[src/rtl/inv_check_seq.sv]
// rtl/inv_check_seq.sv - exhaustive invariant sweep against an external Skolem witness block
module inv_check_seq #(
    parameter int SK_LAT = 0
) (
    input  logic       clk,
    input  logic       rst_n,
    input  logic       start,
    input  logic       abort,
    output logic [7:0] sk_in,
    input  logic [3:0] sk_x,
    output logic       busy,
    output logic       done,
    output logic [8:0] pass_cnt,
    output logic [8:0] fail_cnt,
    output logic [8:0] skip_cnt,
    output logic       ff_valid,
    output logic [7:0] ff_vec,
    output logic [3:0] ff_x
);

    typedef enum logic [2:0] {
        S_IDLE,
        S_APPLY,
        S_WAIT,
        S_CHECK,
        S_DONE
    } state_t;

    state_t     r_state;
    logic [7:0] r_vec;
    logic [1:0] r_wait;
    logic       r_busy;
    logic       r_done;
    logic [8:0] r_pass;
    logic [8:0] r_fail;
    logic [8:0] r_skip;
    logic       r_ff_valid;
    logic [7:0] r_ff_vec;
    logic [3:0] r_ff_x;

    logic [3:0] w_s;
    logic [3:0] w_t;
    logic [3:0] w_shift;
    logic       w_ic;
    logic       w_sat;

    // Invariant terms: s is the low nibble, t the high nibble of the current vector.
    // An arithmetic shift of a 4-bit value by 3 or more already yields all sign bits.
    assign w_s     = r_vec[3:0];
    assign w_t     = r_vec[7:4];
    assign w_shift = 4'($signed(w_s) >>> sk_x);
    assign w_ic    = w_s[3] | (w_s >= w_t);
    assign w_sat   = (w_shift >= w_t);

    assign sk_in    = r_vec;
    assign busy     = r_busy;
    assign done     = r_done;
    assign pass_cnt = r_pass;
    assign fail_cnt = r_fail;
    assign skip_cnt = r_skip;
    assign ff_valid = r_ff_valid;
    assign ff_vec   = r_ff_vec;
    assign ff_x     = r_ff_x;

    // Sweep sequencer; abort wins over start and over the CHECK update in the same cycle.
    always_ff @(posedge clk or negedge rst_n) begin
        if (!rst_n) begin
            r_state    <= S_IDLE;
            r_vec      <= 8'h00;
            r_wait     <= 2'd0;
            r_busy     <= 1'b0;
            r_done     <= 1'b0;
            r_pass     <= 9'd0;
            r_fail     <= 9'd0;
            r_skip     <= 9'd0;
            r_ff_valid <= 1'b0;
            r_ff_vec   <= 8'h00;
            r_ff_x     <= 4'h0;
        end else if (abort && (r_state != S_IDLE)) begin
            r_state <= S_IDLE;
            r_busy  <= 1'b0;
            r_done  <= 1'b0;
        end else begin
            case (r_state)
                S_IDLE: begin
                    r_done <= 1'b0;
                    if (start) begin
                        r_state    <= S_APPLY;
                        r_vec      <= 8'h00;
                        r_busy     <= 1'b1;
                        r_pass     <= 9'd0;
                        r_fail     <= 9'd0;
                        r_skip     <= 9'd0;
                        r_ff_valid <= 1'b0;
                        r_ff_vec   <= 8'h00;
                        r_ff_x     <= 4'h0;
                    end
                end
                S_APPLY: begin
                    if (SK_LAT == 0) begin
                        r_state <= S_CHECK;
                    end else begin
                        r_state <= S_WAIT;
                        r_wait  <= 2'(SK_LAT - 1);
                    end
                end
                S_WAIT: begin
                    if (r_wait == 2'd0) begin
                        r_state <= S_CHECK;
                    end else begin
                        r_wait <= r_wait - 2'd1;
                    end
                end
                S_CHECK: begin
                    if (!w_ic) begin
                        r_skip <= r_skip + 9'd1;
                    end else if (w_sat) begin
                        r_pass <= r_pass + 9'd1;
                    end else begin
                        r_fail <= r_fail + 9'd1;
                        if (!r_ff_valid) begin
                            r_ff_valid <= 1'b1;
                            r_ff_vec   <= r_vec;
                            r_ff_x     <= sk_x;
                        end
                    end
                    if (r_vec == 8'hFF) begin
                        r_state <= S_DONE;
                        r_busy  <= 1'b0;
                        r_done  <= 1'b1;
                    end else begin
                        r_vec   <= r_vec + 8'd1;
                        r_state <= S_APPLY;
                    end
                end
                S_DONE: begin
                    r_done  <= 1'b0;
                    r_state <= S_IDLE;
                end
                default: begin
                    r_state <= S_IDLE;
                    r_busy  <= 1'b0;
                    r_done  <= 1'b0;
                end
            endcase
        end
    end

endmodule

[config.mk]
export PLATFORM = sky130hd
export DESIGN_NAME = inv_check_seq
export DESIGN_NICKNAME = d
export VERILOG_FILES = /design/src/rtl/inv_check_seq.sv
export SDC_FILE = /design/constraint.sdc
export NUM_CORES = 1
export LEC_CHECK = 0
export CORE_MARGIN = 5
export CORE_UTILIZATION = 52
export DETAILED_ROUTE_END_ITERATION = 12
export PLACE_DENSITY_LB_ADDON = 0.15
export REMOVE_ABC_BUFFERS = 1
export SETUP_SLACK_MARGIN = 0.4
export SYNTH_ARGS = -nofsm -noshare
export SYNTH_HDL_FRONTEND = slang
export SYNTH_SLANG_ARGS = --single-unit
[constraint.sdc]
create_clock -name clk -period 3 [get_ports clk]
set_input_delay 0.6 -clock clk [delete_from_list [all_inputs] [get_ports clk]]
set_output_delay 0.6 -clock clk [all_outputs]
set_load 0.005 [all_outputs]
; ---- Word-level counts from Yosys, hierarchy flattened
; Cells that the tools add are included.
[op_classes]
bitwise_logic = 3
n_lt_le_gt_ge = 2
add_sub_neg = 5
shift = 1
n_reduce_logical = 16
eq_ne = 17
n_mux = 37
[op_table]
columns = cell, count
row1 = 9-bit 2-to-1 mux, 6
row2 = 9-bit case mux with 2 select lines, 3
row3 = 8-bit 2-to-1 mux, 5
row4 = 8-bit case mux with 2 select lines, 2
row5 = "9-bit by 1-bit adder with 9-bit output, second input constant", 3
row6 = 4-bit 2-to-1 mux, 4
row7 = "2-bit != test, second input constant", 7
row8 = 3-bit 2-to-1 mux, 4
row9 = 3-bit case mux with 4 select lines, 1
row10 = 5-bit AND reduction, 2
row11 = "3-bit != test, second input constant", 3
row12 = "8-bit by 1-bit adder with 8-bit output, second input constant", 1
row13 = "8-bit == test, second input constant", 1
row14 = 4-bit greater-or-equal comparator, 2
row15 = 1-bit 2-to-1 mux, 8
row16 = 4-bit case mux with 2 select lines, 1
row17 = 4-bit AND reduction, 2
row18 = "3-bit by 2-bit == test with 1-bit output, second input constant", 2
row19 = 3-bit AND reduction, 2
row20 = 6-bit AND reduction, 1
row21 = "2-bit by 1-bit != test with 1-bit output, second input constant", 2
row22 = 1-bit case mux with 2 select lines, 2
row23 = 2-bit AND reduction, 2
row24 = 4-bit by 4-bit >>> shifter with 4-bit output, 1
row25 = 13 further kinds, 14
[totals]
register_bits = 55
in_bits = 8
out_inout_bits = 50
wordCells = 92

; ---- Longest topological paths before layout
[logic_depth]
depth_word = 5
ltp_mapped = 12
mapped_depth_nobuf = 11

; ---- Worst setup path before layout
; No wires, ideal clock.
[synth_timing]
path_type = input port to flip-flop
from = input port sk_x[0]
to = register r_pass[2] (netlist: pass_cnt[2])
slack_ns = 0.287
t_arrival_ns = 2.631
required_ns = 2.917
cell_stages = 9
n_path_buf = 0
setup_time_ns = 0.083
cell_sequence = or2_2 > a21oi_1 > o22ai_1 > ha_1 > nor2b_1 > o21a_1 > nor4_4 > mux2_2 > o21ai_0
[synth_between]
elab_chain_cells = 4
[synth_rtl]
columns = element, line_no
row1 = "start, declared", 10  ; input logic [3:0] sk_x,
row2 = 4-bit by 4-bit >>> shifter with 4-bit output, 51  ; assign w_shift = 4'($signed(w_s) >>> sk_x);
row3 = 4-bit greater-or-equal comparator, 53  ; assign w_sat = (w_shift >= w_t);
row4 = 2-bit != test (no line), --
row5 = 5-bit AND reduction (no line), --
row6 = "end signal, assigned", 118  ; r_pass <= r_pass + 9'd1;
row7 = "end, declared", 34  ; logic [8:0] r_pass;
; No other way between the ends.
; A chain may end at the register's enable or synchronous reset.

; ---- Worst setup path after layout
[layout_timing]
from = input port sk_x[0]
to = register r_pass[3] (netlist: pass_cnt[3])
; The elaborated chain is that of the path after synthesis.

==> results by group <==
Worst setup path
  • CP Data Required Time: 3.24 ns
  • Reg2reg path depth: 12
  • Crit Path Class: input pin to flop
  • FF-to-FF Start: sk_in[0]
  • Flop2flop setup slack: 0.50 ns
  • CP Max Fanout: 5
  • Worst r2r dst: pass_cnt[3]
  • Crit path launch type: input pin
  • Worst Path Arrival: 2.76 ns
  • CP Capture Type: flop

STA
  • Hold Violations, Final: 0
  • Max Slew Vio Count: 0
  • Setup Total Neg Slack: 0 ns
  • Final cycle utilization of the critical path: 0.842
  • RSZ-0062 raised after global routing: true
  • Worst-Margin Slew: 0.643 ns
  • Fmax achieved: 396 MHz
  • Final min period: 2.53 ns
  • Worst slew margin: 0.571
  • Endpoints failing setup: 0
  • Skew final: 0.00892 ns

Synth
  • Simple-gate portion of the synthesized area: 0.196
  • Largest family of logic cells by synthesized area: simple AND/OR/NAND/NOR gates
  • Mux cell area share after synthesis: 0.0646
  • Dominant synthesized flop cell: dfrtp_1
  • Adder-Cell Fraction of Synth Area: 0.0487
  • Async SR Flop Fraction: 1.00
  • XOR/XNOR share of the synthesized area: 0.0256
  • Netlist cell types: 55
  • Mapped Cells: 307
  • Area fraction in compound gates after synthesis: 0.172
  • Synth top area share: 0.447
  • Seq/Total Area, Yosys: 0.447
  • Number of synthesized flops with an enable pin: 0
  • Syn avg cell area: 10.0 sq um
  • Synth warn: 0
  • Largest cells by area after synthesis: dfrtp_1 (45%), ha_1 (4.9%), mux2i_1 (3.9%)
  • Flops & latches, synth: 55
  • Synthesized cell area: 3080 sq um
  • Cell taking the most area after synthesis: dfrtp_1

CTS
  • Clock tree from TritonCTS: done
  • CTS Buf Count: 5
  • # clock sinks: 55
  • CTS clk-pin slew, worst paths: 0.10 ns
  • H-tree Lvls: 2
  • CTS Root Cell: clkbuf_8
  • Clock buffer depth: 2
  • Clk_lat worst skew: 0.31 ns

Layout
  • Layout area overhead: 33.0%
  • # diodes: 0
  • Layout cell share with drive strength beyond 1: 0.194
  • Nets: 406
  • Post-route design area: 4100 sq um

Detailed routing
  • Met2 WL: 3480 um
  • Vias: 2616
  • Top sig layer: met4
  • Met1 WL: 3150 um
  • Met3 wire length: 310 um
  • DR vias/cell: 5.66
  • Violation count after the first detailed-route iteration: 82
  • Antenna Nets Post-Route: 0
  • # DRC: 0
  • Wire per inst: 15.2 um
  • Total length of routed wires: 7030 um
  • First-pass DRT Iterations: 4

Global routing
  • Remaining Overflow, GRT: 0
  • Largest net degree at the start of global routing: 29
  • Initial antenna violation count: 0
  • GR Util All Layers: 0.193
  • First-pass GRT wire length: 11800 um
  • Vias in the first global route: 2520

Run
  • Maxcap violations: 0

Place
  • Placed Area: 3780 sq um
  • IO buf count: 57
  • GPL Wtd Cong: 0.808
  • DP HPWL: 4900 um

Pwr
  • P per Cell Area: 491 nW/um^2
  • Worst vdd ir: 286 uV
  • Pleak: 0.00172 uW

Outcome
  • Outcome: finished, final reports clean

Floorplanning
  • Die Y: 87.0 um
  • Initial Util: 0.527
  • Core ar.: 5850 sq um
  • Die ar.: 7570 sq um
  • IO Count: 58
  • Std-Cell Rows: 28
  • Die X: 87.0 um

Worst hold path
  • Worst hold path type: input pin to asynchronous set/reset pin
[cell families after synthesis]
kind of cell	Yosys count
AOI/OAI and AO/OA	74
DFF	55
muxes	19
xor gates and xnor gates	9
and+or+nand+nor	111
buffers and inverters	27
adders and majority gates	12
[synth_stat cells, types with 7 or more instances]
cell,number
dfrtp_1,55
nand2_1,25
nand3_1,24
o21ai_0,24
nor2_1,18
a21oi_1,13
a22o_1,12
ha_1,12
inv_1,12
mux2i_1,12
nor3_1,9
xnor2_1,8
and3_1,7
mux2_2,7
[layout by cell type (no fill, tap or decap), types with 11 or more instances in the layout]
cell | Yosys | routed
dfrtp_1 | 55 | 52
inv_1 | 12 | 12
o21ai_0 | 24 | 18
nand2_1 | 25 | 25
nor2_1 | 18 | 17
nand3_1 | 24 | 24
a22o_1 | 12 | 12
ha_1 | 12 | 11
a21oi_1 | 13 | 13
buf_4 | 2 | 26
clkdlybuf4s50_1 | 0 | 52
mux2i_1 | 12 | 11
[metal layers]
layer | global-route usage | vias up
met5 | 0 | -
li1 | - | 1282
met2 | 0.313 | 51
met3 | 0.0360 | 7
met4 | 0.0637 | 0
met1 | 0.261 | 1276
[metrics by stage]
stage                     power, uW  utilization  cells  setup slack, ns  hold WS [ns]
final                          2010        0.701    462            0.475         0.304
after CTS                      1990        0.683    454            0.401         0.320
after global routing           2140        0.701    462            0.342         0.355
after global placement         1430        0.646    441           -0.270         0.483
after detailed placement       1440        0.646    441           -0.333         0.487
after floorplan                1210            -    292           0.0512         0.304
[flip-flops by register name, summed over array words and instances, names as in the netlist, 2 cells and up]
name,flops
ff_x,4
pass_cnt,9
sk_in,8
fail_cnt,9
skip_cnt,9
r_wait,2
ff_vec,8
r_state,3
[report_power, final]
part / leakage [uW] / internal [uW] / switching [uW] / total (uW)
clock network: 0.0000612 / 270 / 237 / 507
registers: 0.000752 / 797 / 88.7 / 886
logic: 0.000906 / 300 / 320 / 620
[cell type report]
type	count	area [sq um]
clock buffer	6	82.6
clock inverter	2	35.0
fill	468	1750
inverter	12	45.0
multi-input combinational	225	1650
sequential	55	1380
tap	75	93.8
timing repair buffer	87	810
[critical path: stages]
cell and delay, ns:
buf_6 0.11, mux2i_4 0.18, nor2_4 0.11, a211oi_2 0.04
a21oi_1 0.12, o22ai_1 0.10, ha_2 0.36, nor2b_4 0.04
o21a_4 0.21, nor4_4 0.27, buf_6 0.18, mux2_2 0.34
o21ai_2 0.12
[timing repair]
item | 4_1_cts | 5_1_grt
cloned | 1 | 0
resized for setup | 30 | 15
hold buffers | 0 | 0
setup endpoints to repair | 31 | 33
setup buffers | 4 | 8
pin swaps | 5 | 7
[how the worst max path moves through the flow]
stage	to	startpoint	slack, ns	depth (start not counted)
2_1_floorplan	ff_vec[0]	sk_x[0]	0.05	10
3_3_place_gp	ff_x[0]	sk_x[0]	-0.27	12
3_5_place_dp	pass_cnt[2]	sk_x[0]	-0.33	13
4_1_cts	pass_cnt[5]	sk_x[3]	0.40	13
5_1_grt	pass_cnt[7]	sk_in[0]	0.34	14
6_report	pass_cnt[3]	sk_x[0]	0.47	13
Power figures use the tool's default switching activity.
